$ cat src/rtl/sdram_pkg.sv
`default_nettype none
// ============================================================================
// Module      : sdram_pkg
// Description : Shared definitions for the SDRAM burst scheduler: default
//               geometry, scheduler FSM state encoding and the SDRAM command
//               encoding used by the downstream SDRAM interface.
// Revision    : 1.0 - initial release
// ============================================================================
package sdram_pkg;

    // Default geometry: full-page burst of 512 words, 4 banks of 8192 rows
    localparam int unsigned C_BURST_LEN = 512;
    localparam int unsigned C_ROW_W     = 13;
    localparam int unsigned C_BANK_W    = 2;

    // Scheduler FSM states
    typedef enum logic [2:0] {
        ST_IDLE     = 3'd0,
        ST_WR_WAIT  = 3'd1,
        ST_WR_BURST = 3'd2,
        ST_RD_WAIT  = 3'd3,
        ST_RD_BURST = 3'd4
    } sched_state_t;

    // SDRAM commands as {cs_n, ras_n, cas_n, we_n}
    localparam logic [3:0] C_CMD_LMR       = 4'b0000;
    localparam logic [3:0] C_CMD_REFRESH   = 4'b0001;
    localparam logic [3:0] C_CMD_PRECHARGE = 4'b0010;
    localparam logic [3:0] C_CMD_ACTIVE    = 4'b0011;
    localparam logic [3:0] C_CMD_WRITE     = 4'b0100;
    localparam logic [3:0] C_CMD_READ      = 4'b0101;
    localparam logic [3:0] C_CMD_NOP       = 4'b0111;

endpackage : sdram_pkg
`default_nettype wire

$ cat src/rtl/sdram_ptr.sv
`default_nettype none
// ============================================================================
// Module      : sdram_ptr
// Description : Burst pointer {wrap, bank, row}. A plain binary increment
//               rolls the row into the bank and the last bank into the wrap
//               bit, which is what distinguishes full from empty.
// Revision    : 1.0 - initial release
// ============================================================================
module sdram_ptr #(
    parameter int unsigned ADDR_W = 15
) (
    input  logic              clk,
    input  logic              rst_n,
    input  logic              i_inc,
    output logic [ADDR_W:0]   o_ptr
);

    localparam logic [ADDR_W:0] C_ONE = (ADDR_W + 1)'(1);

    logic [ADDR_W:0] r_ptr;

    // Advance by one burst slot when a burst completes
    always_ff @(posedge clk or negedge rst_n) begin
        if (!rst_n) begin
            r_ptr <= '0;
        end else if (i_inc) begin
            r_ptr <= r_ptr + C_ONE;
        end
    end

    assign o_ptr = r_ptr;

endmodule : sdram_ptr
`default_nettype wire

$ cat src/rtl/sdram_burst_sched.sv
`default_nettype none
// ============================================================================
// Module      : sdram_burst_sched
// Description : Schedules full-page write and read bursts between a write
//               client, a read client and an SDRAM interface, using the SDRAM
//               as a ring buffer of burst slots addressed by {bank,row}.
//               Optional macro SDRAM_SCHED_RR_EN: round-robin arbitration
//               between the two clients; default is fixed write priority.
// Revision    : 1.0 - initial release
// ============================================================================
module sdram_burst_sched
    import sdram_pkg::*;
#(
    parameter int unsigned BURST_LEN = C_BURST_LEN,
    parameter int unsigned ROW_W     = C_ROW_W,
    parameter int unsigned BANK_W    = C_BANK_W
) (
    input  logic               clk,
    input  logic               rst_n,
    input  logic               cli_wr_req,
    input  logic               cli_rd_req,
    input  logic               wr_ack,
    input  logic               rd_ack,
    input  logic               rdata_vld,
    output logic               wr_req,
    output logic               rd_req,
    output logic [BANK_W-1:0]  bank,
    output logic [ROW_W-1:0]   addr,
    output logic               wdata_req,
    output logic               cli_wr_done,
    output logic               cli_rd_done,
    output logic               full,
    output logic               empty
);

    localparam int unsigned    ADDR_W    = BANK_W + ROW_W;
    localparam int unsigned    CNT_W     = $clog2(BURST_LEN);
    localparam logic [CNT_W-1:0] C_LAST    = CNT_W'(BURST_LEN - 1);
    localparam logic [CNT_W-1:0] C_CNT_ONE = CNT_W'(1);

    sched_state_t        r_state;
    logic [CNT_W-1:0]    r_cnt;
    logic                r_wr_req;
    logic                r_rd_req;
    logic                r_wdata_req;
    logic                r_wr_done;
    logic                r_rd_done;
    logic [BANK_W-1:0]   r_bank;
    logic [ROW_W-1:0]    r_addr;

    logic [ADDR_W:0]     w_wr_ptr;
    logic [ADDR_W:0]     w_rd_ptr;
    logic                w_wr_inc;
    logic                w_rd_inc;
    logic                w_full;
    logic                w_empty;
    logic                w_wr_elig;
    logic                w_rd_elig;
    logic                w_gnt_wr;
    logic                w_gnt_rd;

    // Pointers advance on the last beat of their burst
    assign w_wr_inc = (r_state == ST_WR_BURST) && (r_cnt == C_LAST);
    assign w_rd_inc = (r_state == ST_RD_BURST) && rdata_vld && (r_cnt == C_LAST);

    sdram_ptr #(.ADDR_W(ADDR_W)) u_wr_ptr (
        .clk   (clk),
        .rst_n (rst_n),
        .i_inc (w_wr_inc),
        .o_ptr (w_wr_ptr)
    );

    sdram_ptr #(.ADDR_W(ADDR_W)) u_rd_ptr (
        .clk   (clk),
        .rst_n (rst_n),
        .i_inc (w_rd_inc),
        .o_ptr (w_rd_ptr)
    );

    // Pointers only move at burst end, so the flags are stable during a burst
    assign w_empty = (w_wr_ptr == w_rd_ptr);
    assign w_full  = (w_wr_ptr[ADDR_W-1:0] == w_rd_ptr[ADDR_W-1:0]) &&
                     (w_wr_ptr[ADDR_W] != w_rd_ptr[ADDR_W]);

    assign w_wr_elig = cli_wr_req && !w_full;
    assign w_rd_elig = cli_rd_req && !w_empty;

`ifdef SDRAM_SCHED_RR_EN
    logic r_prio_wr;

    // Remember who was served last; the other client wins the next tie
    always_ff @(posedge clk or negedge rst_n) begin
        if (!rst_n) begin
            r_prio_wr <= 1'b1;
        end else if (r_state == ST_IDLE) begin
            if (w_gnt_wr) begin
                r_prio_wr <= 1'b0;
            end else if (w_gnt_rd) begin
                r_prio_wr <= 1'b1;
            end
        end
    end

    assign w_gnt_wr = w_wr_elig && (!w_rd_elig || r_prio_wr);
`else
    assign w_gnt_wr = w_wr_elig;
`endif
    assign w_gnt_rd = w_rd_elig && !w_gnt_wr;

    // Scheduler FSM with registered request, address, beat and done outputs
    always_ff @(posedge clk or negedge rst_n) begin
        if (!rst_n) begin
            r_state     <= ST_IDLE;
            r_cnt       <= '0;
            r_wr_req    <= 1'b0;
            r_rd_req    <= 1'b0;
            r_wdata_req <= 1'b0;
            r_wr_done   <= 1'b0;
            r_rd_done   <= 1'b0;
            r_bank      <= '0;
            r_addr      <= '0;
        end else begin
            r_wr_done <= 1'b0;
            r_rd_done <= 1'b0;
            case (r_state)
                ST_IDLE: begin
                    if (w_gnt_wr) begin
                        r_state           <= ST_WR_WAIT;
                        r_wr_req          <= 1'b1;
                        {r_bank, r_addr}  <= w_wr_ptr[ADDR_W-1:0];
                    end else if (w_gnt_rd) begin
                        r_state           <= ST_RD_WAIT;
                        r_rd_req          <= 1'b1;
                        {r_bank, r_addr}  <= w_rd_ptr[ADDR_W-1:0];
                    end
                end
                ST_WR_WAIT: begin
                    if (wr_ack) begin
                        r_state     <= ST_WR_BURST;
                        r_wr_req    <= 1'b0;
                        r_wdata_req <= 1'b1;
                        r_cnt       <= '0;
                    end
                end
                ST_WR_BURST: begin
                    if (r_cnt == C_LAST) begin
                        r_state     <= ST_IDLE;
                        r_wdata_req <= 1'b0;
                        r_wr_done   <= 1'b1;
                        r_cnt       <= '0;
                    end else begin
                        r_cnt <= r_cnt + C_CNT_ONE;
                    end
                end
                ST_RD_WAIT: begin
                    if (rd_ack) begin
                        r_state  <= ST_RD_BURST;
                        r_rd_req <= 1'b0;
                        r_cnt    <= '0;
                    end
                end
                ST_RD_BURST: begin
                    // Beats count only on valid read data; gaps are expected
                    if (rdata_vld) begin
                        if (r_cnt == C_LAST) begin
                            r_state   <= ST_IDLE;
                            r_rd_done <= 1'b1;
                            r_cnt     <= '0;
                        end else begin
                            r_cnt <= r_cnt + C_CNT_ONE;
                        end
                    end
                end
                default: begin
                    r_state     <= ST_IDLE;
                    r_cnt       <= '0;
                    r_wr_req    <= 1'b0;
                    r_rd_req    <= 1'b0;
                    r_wdata_req <= 1'b0;
                end
            endcase
        end
    end

    assign wr_req      = r_wr_req;
    assign rd_req      = r_rd_req;
    assign bank        = r_bank;
    assign addr        = r_addr;
    assign wdata_req   = r_wdata_req;
    assign cli_wr_done = r_wr_done;
    assign cli_rd_done = r_rd_done;
    assign full        = w_full;
    assign empty       = w_empty;

endmodule : sdram_burst_sched
`default_nettype wire

$ cat config.mk
export PLATFORM = sky130hd
export DESIGN_NAME = sdram_burst_sched
export DESIGN_NICKNAME = d
export VERILOG_FILES = /design/src/rtl/sdram_pkg.sv /design/src/rtl/sdram_ptr.sv /design/src/rtl/sdram_burst_sched.sv
export SDC_FILE = /design/constraint.sdc
export NUM_CORES = 1
export LEC_CHECK = 0
export CAP_MARGIN = 20
export CORE_MARGIN = 1.5
export CORE_UTILIZATION = 30
export CTS_CLUSTER_SIZE = 30
export DETAILED_ROUTE_END_ITERATION = 16
export DONT_BUFFER_PORTS = 1
export SETUP_SLACK_MARGIN = 0.15
export SLEW_MARGIN = 20
export SYNTH_ARGS = -nofsm -noshare
export SYNTH_HDL_FRONTEND = slang
export SYNTH_SLANG_ARGS = --single-unit
$ cat constraint.sdc
create_clock -name clk -period 2.7 [get_ports clk]
set_clock_uncertainty 0.15 [all_clocks]
set_input_delay 0.135 -clock clk [delete_from_list [all_inputs] [get_ports clk]]
set_output_delay 0.135 -clock clk [all_outputs]
set_load 0.01 [all_outputs]
==> results of run 1 <==
==> report_power, final <==
group / leakage (nW) / total (mW) / internal (mW) / switching, mW
registers: 0.874 / 1.08 / 1.02 / 0.0615
logic: 0.872 / 0.664 / 0.290 / 0.374
clock network: 0.0838 / 0.735 / 0.381 / 0.354
total: 1.83 / 2.48 / 1.69 / 0.790
==> worst min-delay path: cells and delay by family <==
kind	cells	cell delay (ns)
AO/OA/AOI/OAI	1	0.04
buffers and inverters	1	0.15
multiplexers	2	0.27
==> area by class of cell <==
type                       instances  area [µm²]
fill                            1068        6779
multi-input combinational        206        1672
sequential                        64        1602
timing repair buffer              37       329.1
tap                              140       175.2
clock buffer                      15       166.4
inverter                           6       22.52
==> metal layers <==
layer / global-route usage / up-vias / wire [µm]
met5: 0 / - / 0
met4: 0.04511 / 0 / 68
met3: 0.04722 / 7 / 392
met2: 0.2120 / 32 / 3459
met1: 0.1871 / 1139 / 3501
li1: - / 1082 / -
==> metrics by stage <==
step / setup slack (ns) / utilization / instances / hold WS [ns]
after floorplan: 0.2800 / - / 284 / -0.3106
after global placement: 0.1113 / 0.3333 / 438 / -0.3083
after detailed placement: 0.08070 / 0.3333 / 438 / -0.3084
after CTS: 0.1164 / 0.3603 / 462 / 0.1186
after global routing: 0.1141 / 0.3691 / 468 / 0.1424
final: 0.2683 / 0.3691 / 468 / 0.1380
==> how the worst min path moves through the flow <==
stage	cells after the start	slack, ns	endpoint	start
after floorplan	0	-0.31	addr[0]	rst_n
after global placement	0	-0.31	addr[8]	rst_n
after detailed placement	0	-0.31	addr[8]	rst_n
after CTS	4	0.12	addr[11]	cli_wr_req
after global routing	4	0.14	addr[11]	cli_wr_req
final	4	0.14	addr[11]	cli_wr_req
==> logic make-up (layout without fill, tap and decap cells) <==
kind of cell / after synthesis / after routing / synth area share
flops: 64 / 64 / 0.4878
buf+inv: 14 / 58 / 0.02324
xor+xnor: 53 / 53 / 0.1414
compound gates: 18 / 18 / 0.04840
fa+ha+maj: 4 / 4 / 0.01524
mux: 33 / 33 / 0.1231
simple gates: 98 / 98 / 0.1608
==> what timing repair did <==
item / 4_1_cts / 5_1_grt
endpoints found under the hold margin: 70 / 0
setup buffers: 2 / 6
endpoints found under the setup margin: 14 / 30
pin swaps: 1 / 4
hold buffers: 7 / 0
resized for setup: 2 / 8
==> flip-flops by register name, indices dropped and copies added, names as in the netlist <==
name / count
rd_req: 1
wdata_req: 1
bank: 2
u_rd_ptr.o_ptr: 16
wr_req: 1
cli_rd_done: 1
addr: 13
cli_wr_done: 1
r_cnt: 9
r_state: 3
u_wr_ptr.o_ptr: 16
==> cells in the final DEF, fill, tap and decap left out, types with 4 or more instances in the layout <==
cell / instances
mux2_1: 9
nand4_1: 15
dlygate4sd3_1: 6
mux2_2: 14
clkbuf_8: 11
mux2_4: 9
xnor2_1: 35
nand2_1: 23
xor2_1: 16
clkbuf_1: 4
nand3_1: 11
inv_1: 6
nor2_1: 18
buf_4: 28
and3_1: 11
dfrtp_1: 64
==> reports/metrics.yaml, run 1 <==
status: "complete, no violations"
syn_inst: 284
htreeDepth: 3
finalPower_mw: 2.481
die_area_um2: 11580
reg2reg_from: "u_wr_ptr.o_ptr[3]"
synth_top_area_frac: 0.4878
overflow: 0
final_area_um2: 3966
antenna_found_initial: 0
cp_max_fo: 11
worst_pin_slew_ns: 0.4989
numCtsBuffers: 9
slew_headroom: 0.6646
die_y_um: 107.6
peakVddDrop_mv: 0.2472
crit_buf_inv: 1
grtUsageTotal: 0.1398
cpMostUsedCell: "mux2_2"
drtIter0Drc: 151
clkTransAtPathRegs_ns: 0.07
firstDrtPassIters: 4
ys_warn_count: 0
leakagePower_nw: 1.830
wl_per_cell_um: 15.86
num_antenna_cells: 0
core-area_um2: 10750
hold_viol: 0
io_pins: 29
drc: 0
syn_area_um2: 3283
finalCritPeriodShare: 0.9006
crit_type: "reg -> reg"
synthDistinctLibCells: 43
ant_nets: 0
clock-root-buffer: "clkbuf_8"
crit_path_end_kind: "flop"
synthToLayoutAreaGrowth_pct: 20.81
crit_family: "multiplexers"
die_w_um: 107.6
crit_chain: "xnor2_1, nand4_2, o41ai_4, buf_6, mux2_2, mux2_2"
worst_ep_arrival_time_ns: 2.51
postPlaceCellArea_um2: 3581
hp-class: "in -> reg"
cts.sinks: 64
timing.setup.tns_ns: 0
drive_gt1_frac: 0.2439
yosys.area.top_type: "dfrtp_1"
setup_viol: 0
synthArstFlopShare: 1.000
num_rows: 38
cts.path.max_buffers: 2
nets: 335
maxCapViolCount: 0
r2r_setup_slack_ns: 0.27
cp-start-kind: "flop"
grt_pass1_wl_um: 12250
r2r-end: "addr[5]"
cp_slowest_cell: "dfrtp_1"
synth_edf_count: 0
clock.fmax_ghz: 0.4112
synthFlopType: "dfrtp_1"
crit_cells: 6
viasPerCell: 4.829
routed_wl_um: 7422
seq_area_frac_synth: 0.4878
vias: 2260
first_global_vias: 2292
synth_fp_nets: 295
io_buffers: 0
start_util: 0.3055
dp_hpwl_um: 4979
clock_latency_ns: 0.34
powerDensity_nw_per_um2: 625.6
critPathRequiredTime_ns: 2.78
synth_area_leaders: "dfrtp_1 (49%), xnor2_1 (9.9%), mux2_2 (4.8%), xor2_1 (4.3%), mux2_4 (4.1%)"
endpoint: "addr[5]"
crit_path_max_incr_delay_ns: 0.45
slew_viol_final: 0
synth_area_per_cell_um2: 11.56
synth_most_common_cell: "dfrtp_1"
synthTopCellsByCount: "dfrtp_1 (64), xnor2_1 (37), nand2_1 (23), nor2_1 (18), xor2_1 (16)"
grt_max_degree: 65
ff2ff_path_depth: 6
ys_ff_latch: 64
grt_setup_unrepaired: "false"
gp_congestion: 0.8062
min_period_ns: 2.432
cts_tree: "yes"
cp-startpoint: "u_wr_ptr.o_ptr[3]"
(Power assumes the default switching activity.)
==> run 2: changes to the inputs <==
--- a/config.mk
+++ b/config.mk
@@ -11,6 +11,7 @@
 export CTS_CLUSTER_SIZE = 30
 export DETAILED_ROUTE_END_ITERATION = 16
 export DONT_BUFFER_PORTS = 1
+export RECOVER_POWER = 50
 export SETUP_SLACK_MARGIN = 0.15
 export SLEW_MARGIN = 20
 export SYNTH_ARGS = -nofsm -noshare
==> run 2 against run 1 <==
  * The flow now finishes with violations (capacitance limit, slew limit)
  * Sequential power about the same
  * Non-clock buffer count unchanged
  * Count of clock-buffer cells in the layout unchanged
  * Utilization down 0.21 points
  * Via count up 0.71%
==> reports/metrics.yaml, run 2 (synthesis gave the netlist of run 1 again) <==
num_antenna_cells: 0
cts_tree: "yes"
min_period_ns: 2.439
worst_pin_slew_ns: 1.617
peakVddDrop_mv: 0.2487
cts.path.max_buffers: 2
final_common_cell: "dfrtp_1"
grtUsageTotal: 0.1398
nets: 335
leakagePower_nw: 1.822
htreeDepth: 3
grt_pass1_wl_um: 12250
hold_viol: 0
timing.setup.tns_ns: 0
worst_ep_arrival_time_ns: 2.52
clock_latency_ns: 0.34
start_util: 0.3055
cp_max_fo: 11
die_area_um2: 11580
routed_wl_um: 7466
wl_per_cell_um: 15.95
final_cell_mix: "dfrtp_1 (64), xnor2_1 (35), buf_4 (28)"
io_buffers: 0
vias: 2276
crit_path_end_kind: "flop"
slew_viol_final: 65
clock.fmax_ghz: 0.4101
critPathRequiredTime_ns: 2.78
crit_type: "reg -> reg"
grt_setup_unrepaired: "false"
violations: "capacitance limit, slew limit"
firstDrtPassIters: 4
grt_max_degree: 65
overflow: 0
gp_congestion: 0.8062
cp-start-kind: "flop"
core-area_um2: 10750
antenna_found_initial: 0
clock-root-buffer: "clkbuf_8"
drive_gt1_frac: 0.2439
powerDensity_nw_per_um2: 628.6
drc: 0
synthToLayoutAreaGrowth_pct: 20.12
viasPerCell: 4.863
holdWs_ns: 0.1332
dp_hpwl_um: 4979
status: "complete, but fails checks"
ant_nets: 0
cpMostUsedCell: "mux2_2"
maxCapViolCount: 1
numCtsBuffers: 9
hp-class: "in -> reg"
cts.sinks: 64
drtIter0Drc: 152
die_w_um: 107.6
filler_cell_count: 1071
first_global_vias: 2292
num_rows: 38
finalCritPeriodShare: 0.9032
crit_path_max_incr_delay_ns: 0.45
crit_chain: "xnor2_1, nand4_2, o41ai_4, buf_6, mux2_2, mux2_2"
die_y_um: 107.6
io_pins: 29
cp_slowest_cell: "dfrtp_1"
slew_headroom: -0.07791
setup_viol: 0
clkTransAtPathRegs_ns: 0.07
==> run 2: cell count changes in the layout (fill, tap and decap cells not counted) <==
| cell | before | now |
|---|---|---|
| clkbuf_2 | 0 | 1 |
| buf_16 | 1 | 0 |
==> run 2: area by class of cell <==
class | instances | area [µm²] | area share
Inverter | 6 | 22.52 | 0.005711
Sequential cell | 64 | 1602 | 0.4061
Clock buffer | 15 | 166.4 | 0.04220
Timing Repair Buffer | 37 | 306.5 | 0.07773
Multi-Input combinational cell | 206 | 1672 | 0.4239
Tap cell | 140 | 175.2 | 0.04442
==> run 2: final timing paths <==
kind | from | end | slack [ns] | cells past startpoint
worst max-delay path | u_wr_ptr.o_ptr[3] | addr[5] | 0.26 | 6
worst min-delay path | cli_wr_req | bank[0] | 0.13 | 4
worst max register to register | u_wr_ptr.o_ptr[3] | addr[5] | 0.26 | 6
worst min register to register | u_rd_ptr.o_ptr[15] | u_rd_ptr.o_ptr[15] | 0.35 | 1
max in group asynchronous | rst_n | r_cnt[5] | 0.81 | 2
min in group asynchronous | rst_n | u_wr_ptr.o_ptr[7] | 0.63 | 2
==> run 2: layer usage <==
metal  GRT usage  up-vias  share of wire
li1            -     1082              -
met1      0.1871     1144           0.48
met2      0.2120       43           0.46
met3     0.04722        7          0.047
met4     0.04511        0          0.011
met5           0        -              0
==> run 2: stage by stage <==
| stage | setup slack (ns) | util | instances | total power [mW] | area [µm²] |
|---|---|---|---|---|---|
| CTS | 0.1164 | 0.3603 | 462 | 2.450 | 3871 |
| global route | 0.1141 | 0.3670 | 468 | 2.619 | 3944 |
| floorplan | 0.2800 | - | 284 | 1.498 | 3283 |
| global placement | 0.1113 | 0.3333 | 438 | 1.638 | 3581 |
| finish | 0.2615 | 0.3670 | 468 | 2.479 | 3944 |
| detailed placement | 0.08070 | 0.3333 | 438 | 1.644 | 3581 |
==> run 2: report_power, final <==
group | internal (mW) | switching [mW]
clock | 0.381 | 0.357
combinational | 0.287 | 0.372
sequential | 1.02 | 0.0617
total | 1.69 | 0.791
==> run 2: what timing repair did <==
action                                  CTS  global route
buffers inserted                          2             6
resized for setup                         2             8
hold buffers                              7             0
hold endpoints to repair                 70             0
endpoints found under the setup margin   14            30
pin swaps                                 1             4
==> run 2: worst max-delay path, delay by kind of cell, from the launching register on <==
kind | cells | cell delay [ns]
mux | 2 | 0.63
compound gates | 1 | 0.38
buf+inv | 1 | 0.22
flops | 1 | 0.45
simple gates | 1 | 0.24
xor+xnor | 1 | 0.26
==> run 3: changes to the inputs <==
--- a/config.mk
+++ b/config.mk
@@ -7,11 +7,10 @@
 export LEC_CHECK = 0
 export CAP_MARGIN = 20
 export CORE_MARGIN = 1.5
-export CORE_UTILIZATION = 30
+export CORE_UTILIZATION = 45
 export CTS_CLUSTER_SIZE = 30
 export DETAILED_ROUTE_END_ITERATION = 16
 export DONT_BUFFER_PORTS = 1
-export RECOVER_POWER = 50
 export SETUP_SLACK_MARGIN = 0.15
 export SLEW_MARGIN = 20
 export SYNTH_ARGS = -nofsm -noshare
==> run 3 against run 2 <==
  * The flow now finishes without violations
  * Maximum frequency fell by 0.39%
  * Count of clock-buffer cells in the layout fell by 3
  * Final cell count shrank 13%
  * Total power is 3.4% higher
  * Utilization increased by 18 points
  * Worst setup slack lost 0.0097 ns
  * Sequential share of layout area up 1.4 points
  * First-iteration DRC count decreased by 40%
  * Clock power grew 24%
  * Non-clock buffer count decreased by 15
  * Register-to-register slack about the same
  * Critical path type unchanged
  * Largest cell class unchanged
  * Highest routed layer unchanged
==> reports/metrics.yaml, run 3 (synthesis gave the netlist of run 1 again) <==
clock_latency_ns: 0.33
worst_ep_arrival_time_ns: 2.52
start_util: 0.4754
firstDrtPassIters: 4
finalCritPeriodShare: 0.9067
drive_gt1_frac: 0.2141
peakVddDrop_mv: 0.5365
ant_nets: 0
io_buffers: 0
worst_pin_slew_ns: 0.4370
dp_hpwl_um: 4701
postPlaceCellArea_um2: 3447
r2r_setup_slack_ns: 0.25
crit_path_max_incr_delay_ns: 0.43
cp-startpoint: "u_rd_ptr.o_ptr[6]"
vias: 2214
cp-start-kind: "flop"
reg2reg_from: "u_rd_ptr.o_ptr[6]"
crit_path_end_kind: "flop"
antenna_found_initial: 0
r2r-end: "addr[5]"
critPathRequiredTime_ns: 2.77
grtUsageTotal: 0.1918
final_area_um2: 3812
nets: 320
maxCapViolCount: 0
status: "complete, no violations"
drtIter0Drc: 91
final_common_cell: "dfrtp_1"
cts_tree: "yes"
num_rows: 30
min_period_ns: 2.448
die_w_um: 88.42
routed_wl_um: 6766
slew_headroom: 0.7076
numCtsBuffers: 9
htreeDepth: 3
final_cell_mix: "dfrtp_1 (64), xnor2_1 (35), nand2_1 (23)"
drc: 0
timing.setup.tns_ns: 0
clock.fmax_ghz: 0.4085
die_y_um: 88.42
wl_per_cell_um: 16.54
die_area_um2: 7817
ff2ff_path_depth: 6
setup_viol: 0
cts.path.max_buffers: 2
core-area_um2: 6907
clock-root-buffer: "clkbuf_8"
viasPerCell: 5.413
cts.sinks: 64
synthToLayoutAreaGrowth_pct: 16.12
grt_pass1_wl_um: 11150
grt_max_degree: 65
num_antenna_cells: 0
overflow: 0
hold_viol: 0
crit_chain: "xnor2_1, nand4_2, o41ai_4, buf_4, mux2_2, mux2_2"
endpoint: "addr[5]"
first_global_vias: 2169
clkTransAtPathRegs_ns: 0.07
cp_slowest_cell: "dfrtp_1"
cp_max_fo: 7
grt_setup_unrepaired: "true"
powerDensity_nw_per_um2: 672.5
hp-class: "in -> reg"
leakagePower_nw: 1.781
gp_congestion: 0.8963
slew_viol_final: 0
crit_type: "reg -> reg"
io_pins: 29
cpMostUsedCell: "mux2_2"
## run 3: changes by cell type in the layout (fill, tap and decap cells not counted), sizes merged
cell    before  now
buf         30   16
clkbuf      16   12
clkinv       0    1
bufinv       0    2
## run 3: layout make-up
class,instances,area [µm²]
Clock buffer,12,155.1
Clock inverter,3,65.06
Fill cell,621,3094
Inverter,6,22.52
Multi-Input combinational cell,206,1648
Sequential cell,64,1602
Tap cell,96,120.1
Timing Repair Buffer,22,200.2
## run 3: timing repair
action                                  in CTS  in global routing
endpoints found under the setup margin       1                 22
buffers inserted                             0                  2
endpoints found under the hold margin       70                  0
pin swaps                                    0                  2
hold buffers                                 7                  0
cloned                                       0                  0
gates resized for setup                      1                  6
## run 3: worst min path at each step
| stage | start | endpoint | cells past startpoint |
|---|---|---|---|
| finish | cli_wr_req | wr_req | 4 |
| global route | cli_wr_req | addr[4] | 4 |
| CTS | cli_wr_req | wr_req | 4 |
| detailed placement | rst_n | addr[8] | 0 |
| global placement | rst_n | cli_rd_done | 0 |
| floorplan | rst_n | addr[0] | 0 |
## run 3: power breakdown
| part | internal [mW] | leakage [nW] | switching (mW) |
|---|---|---|---|
| clock network | 0.564 | 0.112 | 0.354 |
| logic | 0.222 | 0.794 | 0.291 |
| registers | 1.02 | 0.874 | 0.113 |
## run 3: per-layer routing
layer | up-vias | track usage | wire length, µm
li1 | 1058 | - | -
met1 | 1096 | 0.2612 | 3102
met2 | 52 | 0.2991 | 3287
met3 | 8 | 0.04571 | 289
met4 | 0 | 0.07102 | 87
met5 | - | 0 | 0
## run 3: critical path: cells and delay by family, from the launching register on
kind,cells,cell delay [ns]
buf+inv,1,0.23
flops,1,0.43
xor+xnor,1,0.26
mux,2,0.62
compound gates,1,0.39
simple gates,1,0.25
## run 3: stage by stage
| step | instances | setup WS, ns | hold slack, ns | utilization | total power, mW |
|---|---|---|---|---|---|
| after detailed placement | 385 | 0.1752 | -0.3077 | 0.4991 | 1.613 |
| after floorplan | 284 | 0.2800 | -0.3106 | - | 1.498 |
| after CTS | 407 | 0.2113 | 0.1276 | 0.5446 | 2.575 |
| final | 409 | 0.2518 | 0.1364 | 0.5520 | 2.564 |
| after global routing | 409 | 0.1168 | 0.1742 | 0.5520 | 2.706 |
| after global placement | 385 | 0.2252 | -0.3077 | 0.4991 | 1.608 |
